--- src/rtl/dcache_resp_pkg.sv ---
// rtl/dcache_resp_pkg.sv - shared state encoding and geometry helpers for dcache_resp
package dcache_resp_pkg;

    localparam int DEF_ADDR_W = 32;
    localparam int DEF_LINES  = 16;
    localparam int DEF_WORDS  = 4;

    typedef enum logic [1:0] {
        ST_IDLE   = 2'd0,
        ST_REFILL = 2'd1,
        ST_WRITE  = 2'd2,
        ST_RESP   = 2'd3
    } state_t;

    function automatic int calc_off_w(input int words);
        return $clog2(words);
    endfunction

    function automatic int calc_idx_w(input int lines);
        return $clog2(lines);
    endfunction

    function automatic int calc_tag_w(input int addr_w, input int lines, input int words);
        return addr_w - 2 - $clog2(words) - $clog2(lines);
    endfunction

endpackage

--- src/rtl/dcache_tagarray.sv ---
// rtl/dcache_tagarray.sv - per-line valid bit and tag store with synchronous clear-all
module dcache_tagarray #(
    parameter int LINES = 16,
    parameter int TAG_W = 24
) (
    input  logic                     clk,
    input  logic                     clr,
    input  logic [$clog2(LINES)-1:0] rd_idx,
    output logic                     rd_valid,
    output logic [TAG_W-1:0]         rd_tag,
    input  logic                     wr_en,
    input  logic [$clog2(LINES)-1:0] wr_idx,
    input  logic                     wr_valid,
    input  logic [TAG_W-1:0]         wr_tag
);

    logic [LINES-1:0] valid;
    logic [TAG_W-1:0] tags [LINES];

    always_ff @(posedge clk) begin
        if (clr) begin
            valid <= '0;
        end else if (wr_en) begin
            valid[wr_idx] <= wr_valid;
        end
    end

    // Tags need no reset: a tag is only trusted when its valid bit is set.
    always_ff @(posedge clk) begin
        if (wr_en) begin
            tags[wr_idx] <= wr_tag;
        end
    end

    assign rd_valid = valid[rd_idx];
    assign rd_tag   = tags[rd_idx];

endmodule

--- src/rtl/dcache_resp.sv ---
// rtl/dcache_resp.sv - direct-mapped write-through no-write-allocate data cache responder
module dcache_resp
    import dcache_resp_pkg::*;
#(
    parameter int ADDR_MEM_WIDTH = DEF_ADDR_W,
    parameter int LINES          = DEF_LINES,
    parameter int WORDS          = DEF_WORDS
) (
    input  logic                      i_clk,
    input  logic                      i_rst_n,
    input  logic [ADDR_MEM_WIDTH-1:0] i_addr,
    input  logic [31:0]               i_data,
    input  logic                      i_we,
    input  logic                      i_re,
    output logic [31:0]               o_data,
    output logic                      o_valid,
    output logic                      o_busy,
    output logic [ADDR_MEM_WIDTH-1:0] o_mem_addr,
    output logic                      o_mem_req,
    output logic                      o_mem_we,
    output logic [31:0]               o_mem_wdata,
    input  logic [31:0]               i_mem_rdata,
    input  logic                      i_mem_ack
);

    localparam int OFF_W = calc_off_w(WORDS);
    localparam int IDX_W = calc_idx_w(LINES);
    localparam int TAG_W = calc_tag_w(ADDR_MEM_WIDTH, LINES, WORDS);

    state_t             state, state_nx;
    logic [OFF_W-1:0]   beat, off_q;
    logic [IDX_W-1:0]   idx_q;
    logic [TAG_W-1:0]   tag_q;
    logic [31:0]        wdata_q, data_q;
    logic               valid_q;
    logic [31:0]        data_mem [LINES][WORDS];

    logic [OFF_W-1:0]   in_off;
    logic [IDX_W-1:0]   in_idx;
    logic [TAG_W-1:0]   in_tag;
    logic               line_valid, hit, accept, ack_beat, last_beat;
    logic [TAG_W-1:0]   line_tag;
    logic               tag_wr_en, tag_wr_valid;
    logic [IDX_W-1:0]   tag_wr_idx;
    logic               unused_addr_lsb;

    assign in_off          = i_addr[2 +: OFF_W];
    assign in_idx          = i_addr[2 + OFF_W +: IDX_W];
    assign in_tag          = i_addr[ADDR_MEM_WIDTH-1 -: TAG_W];
    assign unused_addr_lsb = ^i_addr[1:0];

    dcache_tagarray #(
        .LINES (LINES),
        .TAG_W (TAG_W)
    ) u_tagarray (
        .clk      (i_clk),
        .clr      (~i_rst_n),
        .rd_idx   (in_idx),
        .rd_valid (line_valid),
        .rd_tag   (line_tag),
        .wr_en    (tag_wr_en),
        .wr_idx   (tag_wr_idx),
        .wr_valid (tag_wr_valid),
        .wr_tag   (tag_q)
    );

    assign hit       = line_valid && (line_tag == in_tag);
    assign o_busy    = (state == ST_REFILL) || (state == ST_WRITE);
    assign accept    = (i_re || i_we) && !o_busy;
    assign ack_beat  = (state == ST_REFILL) && i_mem_ack;
    assign last_beat = (beat == OFF_W'(WORDS - 1));
    assign o_valid   = valid_q;
    assign o_data    = data_q;

    // The line is invalidated as the refill starts, so a half-filled line never hits.
    always_comb begin
        tag_wr_en    = 1'b0;
        tag_wr_idx   = idx_q;
        tag_wr_valid = 1'b0;
        if (accept && !i_we && !hit) begin
            tag_wr_en  = 1'b1;
            tag_wr_idx = in_idx;
        end else if (ack_beat && last_beat) begin
            tag_wr_en    = 1'b1;
            tag_wr_valid = 1'b1;
        end
    end

    always_comb begin
        state_nx = state;
        case (state)
            ST_IDLE, ST_RESP: begin
                state_nx = ST_IDLE;
                if (accept) begin
                    if (i_we) begin
                        state_nx = ST_WRITE;
                    end else if (!hit) begin
                        state_nx = ST_REFILL;
                    end
                end
            end
            ST_REFILL: if (i_mem_ack && last_beat) state_nx = ST_RESP;
            ST_WRITE:  if (i_mem_ack) state_nx = ST_IDLE;
            default:   state_nx = ST_IDLE;
        endcase
    end

    always_comb begin
        o_mem_req   = 1'b0;
        o_mem_we    = 1'b0;
        o_mem_addr  = '0;
        o_mem_wdata = '0;
        if (state == ST_REFILL) begin
            o_mem_req  = 1'b1;
            o_mem_addr = {tag_q, idx_q, beat, 2'b00};
        end else if (state == ST_WRITE) begin
            o_mem_req   = 1'b1;
            o_mem_we    = 1'b1;
            o_mem_addr  = {tag_q, idx_q, off_q, 2'b00};
            o_mem_wdata = wdata_q;
        end
    end

    always_ff @(posedge i_clk) begin
        if (!i_rst_n) begin
            state   <= ST_IDLE;
            beat    <= '0;
            off_q   <= '0;
            idx_q   <= '0;
            tag_q   <= '0;
            wdata_q <= '0;
            data_q  <= '0;
            valid_q <= 1'b0;
        end else begin
            state   <= state_nx;
            valid_q <= 1'b0;
            if (accept) begin
                off_q   <= in_off;
                idx_q   <= in_idx;
                tag_q   <= in_tag;
                wdata_q <= i_data;
                beat    <= '0;
                if (!i_we && hit) begin
                    valid_q <= 1'b1;
                    data_q  <= data_mem[in_idx][in_off];
                end
            end
            if (ack_beat) begin
                beat <= beat + 1'b1;
                if (beat == off_q) data_q <= i_mem_rdata;
                if (last_beat) valid_q <= 1'b1;
            end
        end
    end

    always_ff @(posedge i_clk) begin
        if (accept && i_we && hit) begin
            data_mem[in_idx][in_off] <= i_data;
        end else if (ack_beat) begin
            data_mem[idx_q][beat] <= i_mem_rdata;
        end
    end

endmodule

--- config.mk ---
export PLATFORM = sky130hd
export DESIGN_NAME = dcache_resp
export DESIGN_NICKNAME = d
export VERILOG_FILES = /design/src/rtl/dcache_resp_pkg.sv /design/src/rtl/dcache_tagarray.sv /design/src/rtl/dcache_resp.sv
export SDC_FILE = /design/constraint.sdc
export NUM_CORES = 2
export LEC_CHECK = 0
export BUFFER_PORTS_ARGS = -buffer_cell sky130_fd_sc_hd__buf_2
export CAP_MARGIN = 20
export CORE_MARGIN = 5
export CORE_UTILIZATION = 65
export CTS_CLUSTER_SIZE = 16
export DETAILED_ROUTE_END_ITERATION = 16
export PLACE_DENSITY = 0.87
export SLEW_MARGIN = 20
export SYNTH_ARGS = -nofsm -noshare
export SYNTH_HDL_FRONTEND = slang
export SYNTH_SLANG_ARGS = --single-unit
export TNS_END_PERCENT = 5
--- constraint.sdc ---
create_clock -name i_clk -period 13.4 [get_ports i_clk]
set_input_delay 0 -clock i_clk [delete_from_list [all_inputs] [get_ports i_clk]]
set_output_delay 0 -clock i_clk [all_outputs]
set_load 0.01 [all_outputs]
==> results of run 1 <==
[what timing repair did]
| item | 4_1_cts |
|---|---|
| hold buffers | 188 |
| buffers inserted | 0 |
| resized for setup | 0 |
| hold endpoints to repair | 99 |
[synth_stat cells (3+ instances only)]
cell / n
buf_6: 6
nand2b_1: 8
a31oi_1: 3
a21boi_0: 78
mux2i_1: 83
buf_1: 32
edfxtp_1: 2432
or3_1: 4
and2_1: 42
nand2_1: 174
nor4_1: 5
and3_1: 9
o2bb2ai_1: 3
ha_1: 7
buf_4: 15
dfxtp_1: 115
o21ai_0: 104
o21ai_1: 5
buf_2: 75
o21a_1: 15
o22ai_1: 19
a21oi_1: 39
a21o_1: 14
xor2_1: 9
clkbuf_1: 148
nor3_1: 11
xnor2_1: 10
nand3_1: 113
mux2_2: 57
a211oi_1: 6
nor2b_1: 41
nor2_1: 38
inv_1: 10
mux4_2: 753
[cell families after synthesis]
| group | after synthesis |
|---|---|
| flip-flops | 2547 |
| multiplexers | 893 |
| AND/OR/NAND/NOR | 459 |
| AO/OA/AOI/OAI | 311 |
| buffers and inverters | 288 |
| XOR/XNOR | 19 |
| adder cells (fa/ha/maj) | 7 |
| other | 1 |
[layer usage]
| layer | overflow | global-route usage |
|---|---|---|
| met5 | 2 | 0.290 |
| met4 | 91 | 0.583 |
| met3 | 7 | 0.537 |
| met2 | 98 | 0.782 |
| met1 | 4 | 0.656 |
[through the flow]
step                hold WS (ns)  setup slack (ns)
floorplan                  0.145              8.40
global placement           0.266              6.07
detailed placement         0.274              5.50
CTS                      0.00638              5.44
==> tab_implementation.tex, run 1 <==
\begin{tabular}{lr}
\hline
Metric & Value \\
\hline
\multicolumn{2}{l}{\textbf{Synthesis}} \\
\quad Post-synthesis sequential element count & 2,547 \\
\quad Portion of netlist area occupied by mux cells & 0.185 \\
\quad Adder-cell share of the synthesized area & 0.000880 \\
\quad Simple-Gate Fraction of Synth Area & 0.0222 \\
\quad Number of enable-type register cells in the synthesized netlist & roughly 2,400 \\
\quad Synth async-reset ratio & 0 \\
\quad Post-Syn Area & between 90,000 and 100,000 sq um \\
\quad Top post-synthesis cells by area & edfxtp\_1 73\%, mux4\_2 17\%, dfxtp\_1 2.3\%, mux2i\_1 0.84\%, nand2\_1 0.66\% \\
\quad Sequential element share of the synthesized area & 0.757 \\
\quad Warnings from Yosys & 0 \\
\quad XOR/XNOR share of the synthesized area & 0.00167 \\
\quad Synth cell types & 66 \\
\quad Fraction of post-synthesis cell area in the top cell type by area & 0.734 \\
\quad Gate Count Post-Synth & 4,525 \\
\quad Combinational family with the most area after synthesis & multiplexers \\
\quad Area fraction in compound gates after synthesis & 0.0199 \\
\quad Avg Cell Area, Syn & roughly 22 sq um \\
\quad Cell type contributing the most total cell area after synthesis & edfxtp\_1 \\
\quad Prevailing post-synth register cell & edfxtp\_1 \\
\multicolumn{2}{l}{\textbf{Outcome}} \\
\quad Error that ended the run & [ERROR GRT-0232] Routing congestion too high. Check the congestion heatmap in the GUI. \\
\quad Result of the run & did not finish \\
\quad Exit stage & 5\_1\_grt \\
\multicolumn{2}{l}{\textbf{GRT}} \\
\quad Total overflow reported by the global router & between 200 and 250 \\
\quad Pin count of the biggest net entering global routing & 152 \\
\quad GRT Util Overall & 0.645 \\
\multicolumn{2}{l}{\textbf{Clock tree}} \\
\quad Clock Path Buffers & 3 \\
\quad Number of H-tree branching levels & 4 \\
\quad Root buf cell & clkbuf\_16 \\
\quad Number of clock buffers inserted by TritonCTS & 228 \\
\quad Sink count of the clock tree & 2,547 \\
\multicolumn{2}{l}{\textbf{Placed design}} \\
\quad Dpl cell area & 103,000 sq um \\
\quad Number of port buffers & between 150 and 200 \\
\quad Final HPWL from detailed placement & 182,000 um \\
\quad DP Cell Count & $\sim$6,600 \\
\quad Global placer's final weighted congestion & $\sim$0.88 \\
\multicolumn{2}{l}{\textbf{Floorplanning}} \\
\quad Horizontal die dimension & 401 um \\
\quad Io pins & between 200 and 250 \\
\quad Count of standard-cell rows & 143 \\
\quad Initial cell density of the core & 0.654 \\
\quad Height of the die & about 400 um \\
\hline
\end{tabular}
==> run 2, diff against run 1 <==
--- a/config.mk
+++ b/config.mk
@@ -8,10 +8,9 @@
 export BUFFER_PORTS_ARGS = -buffer_cell sky130_fd_sc_hd__buf_2
 export CAP_MARGIN = 20
 export CORE_MARGIN = 5
-export CORE_UTILIZATION = 65
-export CTS_CLUSTER_SIZE = 16
+export CORE_UTILIZATION = 40
 export DETAILED_ROUTE_END_ITERATION = 16
-export PLACE_DENSITY = 0.87
+export PLACE_DENSITY_LB_ADDON = 0.15
 export SLEW_MARGIN = 20
 export SYNTH_ARGS = -nofsm -noshare
 export SYNTH_HDL_FRONTEND = slang
==> run 2 against run 1 <==
The run now ends clean. Area after synthesis did not move. Synthesized cell count stayed put.
==> tab_implementation.tex, run 2 <==
\begin{tabular}{lr}
\hline
Metric & Value \\
\hline
\multicolumn{2}{l}{\textbf{STA}} \\
\quad Final WS setup & 6.60 ns \\
\quad Period minus WS final & 6.80 ns \\
\quad F\_max & 147 MHz \\
\quad Hold Violations, Final & 0 \\
\quad Clock tree skew after final layout & 0.113 ns \\
\quad Setup total negative slack & 0 ns \\
\quad RSZ-0062 raised after global routing & no \\
\quad Headroom to the max-slew limit & 0.205 \\
\quad Total of endpoints with negative setup slack in the final report & 0 \\
\quad Share of the cycle needed by the critical path after routing & 0.507 \\
\quad Final-report max-slew violation count & 0 \\
\quad Pin slew with the least headroom to its limit & $\sim$1.2 ns \\
\multicolumn{2}{l}{\textbf{Floorplanning}} \\
\quad Horizontal die dimension & 509 um (was 401 um) \\
\quad Area of the die & 259,000 sq um \\
\quad Initial cell density of the core & 0.401 (was 0.654) \\
\quad Io pins & 201 (unchanged) \\
\quad Height of the die & 509 um (was 401 um) \\
\quad Area of the placeable core & around 250,000 sq um \\
\quad Count of standard-cell rows & 183 (was 143) \\
\multicolumn{2}{l}{\textbf{Layout}} \\
\quad Fraction of layout cells with a size suffix above 1 & 0.296 \\
\quad Max FFs per register & 2,048 \\
\quad Synthesis-to-layout area growth & 17.8\% \\
\quad Top flop regs & data\_mem: 2048 flops, u\_tagarray.tags: 384 flops \\
\quad Nets & 5,254 \\
\quad Commonest cells after routing, fill and taps aside & 2,432 x edfxtp\_1, 753 x mux4\_2, 294 x clkbuf\_16 \\
\quad Largest register by flop count & data\_mem \\
\quad Most common cell after layout, fill and taps aside & edfxtp\_1 \\
\multicolumn{2}{l}{\textbf{Route}} \\
\quad Final routed wirelength across all metal layers & 288,000 um \\
\quad DR DRC count & 0 \\
\quad Via total after detailed routing & approximately 50,000 \\
\quad Wire length per cell & 33.2 um \\
\quad Number of design-rule violations left by the first detailed-router iteration & 5,511 \\
\quad Via-to-Cell Ratio & 5.82 \\
\quad DR pass1 iterations & 6 \\
\quad Count of nets left with antenna violations after detail routing & 0 \\
\multicolumn{2}{l}{\textbf{GRT}} \\
\quad Met1 Usage GRT & 0.312 \\
\quad Total overflow reported by the global router & 0 \\
\quad Met3 Use GR & 0.0442 \\
\quad Via count of the first global-routing pass & 51,100 \\
\quad Busiest metal layer after global routing & met2 \\
\quad Antenna violations before repair & 15 \\
\quad Met2 track demand over resource & 0.357 \\
\quad First-pass GRT wire length & around 400,000 um \\
\quad Pin count of the biggest net entering global routing & 130 \\
\quad GRT Util Overall & 0.221 \\
\multicolumn{2}{l}{\textbf{Clock tree}} \\
\quad Worst-path clk slew & 0.06 ns \\
\quad Root buf cell & clkbuf\_16 (unchanged) \\
\quad Number of H-tree branching levels & 5 (was 4) \\
\quad Worst-Skew Late Latency & 0.95 ns \\
\quad Clock Path Buffers & 4 (was 3) \\
\quad Number of clock buffers inserted by TritonCTS & 290 (was 228) \\
\quad TritonCTS clock tree & done \\
\quad Sink count of the clock tree & 2,547 (unchanged) \\
\quad Post-CTS Resized & 0 (unchanged) \\
\quad Count of hold buffers inserted by post-cts repair & 277 (was 188) \\
\quad Post CTS Setup Buffer Count & 0 (unchanged) \\
\multicolumn{2}{l}{\textbf{Synthesis}} \\
\quad Cell type contributing the most total cell area after synthesis & edfxtp\_1 (unchanged) \\
\quad Sequential element share of the synthesized area & 0.757 (unchanged) \\
\quad Synth cell types & 66 (unchanged) \\
\quad Top post-synthesis cells by area & edfxtp\_1 73\%, mux4\_2 17\%, dfxtp\_1 2.3\%, mux2i\_1 0.84\%, nand2\_1 0.66\% (unchanged) \\
\quad Fraction of post-synthesis cell area in the top cell type by area & 0.734 (unchanged) \\
\quad Avg Cell Area, Syn & 22.0 sq um (unchanged) \\
\quad Post-Syn Area & 99,500 sq um (unchanged) \\
\quad Gate Count Post-Synth & 4,525 (unchanged) \\
\quad Warnings from Yosys & 0 (unchanged) \\
\quad Most used standard cells in the synthesized netlist & 2,432 x edfxtp\_1, 753 x mux4\_2, 174 x nand2\_1 (unchanged) \\
\quad Number of enable-type register cells in the synthesized netlist & 2,432 (unchanged) \\
\quad Post-synthesis sequential element count & 2,547 (unchanged) \\
\quad Prevailing post-synth register cell & edfxtp\_1 (unchanged) \\
\quad Most numerous cell in the Yosys netlist & edfxtp\_1 (unchanged) \\
\quad Synth async-reset ratio & 0 (unchanged) \\
\multicolumn{2}{l}{\textbf{Worst hold path}} \\
\quad Path class of the lowest-slack min-delay path & primary input to flop \\
\multicolumn{2}{l}{\textbf{Setup path}} \\
\quad WP data required & 13.96 ns \\
\quad Worst r2r dst & data\_mem[10][62] \\
\quad Arrival time worst endpoint & 7.36 ns \\
\quad Endpoint class of the critical path & flop \\
\quad Crit. Startpoint & i\_addr[5] \\
\quad Setup crit end & data\_mem[10][62] \\
\quad Largest driver fanout on the critical path & 129 \\
\quad Worst R2R Setup Slack & 7.28 ns \\
\quad Reg2reg path depth & 11 \\
\quad Type of origin of the critical path & primary input \\
\quad Source of the worst register-to-register timing path & u\_tagarray.tags[7][17] \\
\quad Classification of the worst setup path & primary input to flop \\
\multicolumn{2}{l}{\textbf{Power and ir drop}} \\
\quad Power per cell area & 158 nW/um\^{}2 \\
\quad Worst vdd ir & 0.149 mV \\
\quad Static leakage & 37.7 nW \\
\multicolumn{2}{l}{\textbf{Placed design}} \\
\quad Pre-CTS setup slack & 6.11 ns (was 5.50 ns) \\
\quad Number of port buffers & 196 (unchanged) \\
\quad Global placer's final weighted congestion & 0.780 (was 0.875) \\
\quad Final HPWL from detailed placement & 153,000 um (was 182,000 um) \\
\multicolumn{2}{l}{\textbf{Job}} \\
\quad Reported max-cap violation count & 0 \\
\multicolumn{2}{l}{\textbf{Outcome}} \\
\quad Result of the run & finished clean (was did not finish) \\
\hline
\end{tabular}
## run 2: cell families (layout without fill, tap and decap cells)
| group | count (synthesis) | in the layout | share of synthesized area |
|---|---|---|---|
| flops | 2547 | 2547 | 0.757 |
| mux | 893 | 893 | 0.185 |
| simple gates | 459 | 459 | 0.0222 |
| compound gates | 311 | 311 | 0.0199 |
| buf+inv | 288 | 1105 | 0.0128 |
| xor+xnor | 19 | 19 | 0.00167 |
| fa+ha+maj | 7 | 7 | 0.000880 |
| other cells | 1 | 5 | 0.0000377 |
## run 2: report_power, final
group / switching [mW] / leakage [nW] / internal [mW]
Sequential: 0.164 / 22.9 / 9.17
Clock: 3.09 / 4.29 / 4.42
Combinational: 1.10 / 10.6 / 0.602
## run 2: per-stage QoR
stage	power [mW]	instances	area (sq um)	hold WS [ns]	util
5_1_grt	19.2	8676	117000	0.207	0.472
3_5_place_dp	11.1	7903	105000	0.281	0.425
6_report	18.6	8676	117000	0.167	0.472
2_1_floorplan	10.4	4526	99500	0.145	-
4_1_cts	18.7	8669	117000	0.0805	0.471
3_3_place_gp	11.0	7895	105000	0.272	0.424
## run 2: worst min-delay path by stage
| stage | from | to | slack (ns) | cells after the start |
|---|---|---|---|---|
| 6_report | i_mem_ack | state[0] | 0.17 | 5 |
| 5_1_grt | i_mem_ack | o_valid | 0.21 | 4 |
| 4_1_cts | i_mem_ack | state[0] | 0.08 | 5 |
| 3_5_place_dp | i_data[6] | wdata_q[6] | 0.28 | 3 |
| 3_3_place_gp | i_data[6] | wdata_q[6] | 0.27 | 3 |
| 2_1_floorplan | i_addr[8] | tag_q[0] | 0.14 | 2 |
## run 2: layer usage
metal / part of all wire / vias up
met1: 0.42 / 28000
li1: - / 20300
met5: 0.00018 / -
met4: 0.024 / 8
met3: 0.071 / 416
met2: 0.49 / 1844
## run 2: final cells by class
cell class | instances | area, sq um
fill | 20600 | 131000
sequential | 2547 | 75300
multi-input combinational | 1691 | 23700
clock buffer | 359 | 7640
timing repair buffer | 605 | 5100
tap | 3330 | 4170
clock inverter | 130 | 1160
inverter | 11 | 43.8
antenna | 3 | 7.51
## run 2: worst max-delay path: stages
cell and delay, ns:
dlygate4sd3_1 0.56, buf_8 0.53, buf_4 0.80, mux4_2 0.42, mux4_2 0.57, xor2_1 0.18, a211oi_2 0.15, o2111ai_1 0.27
or4_4 0.64, nor3_4 0.24, buf_12 0.64, or3_2 0.25, buf_4 0.68, mux2_2 1.04
(Power assumes the default switching activity.)
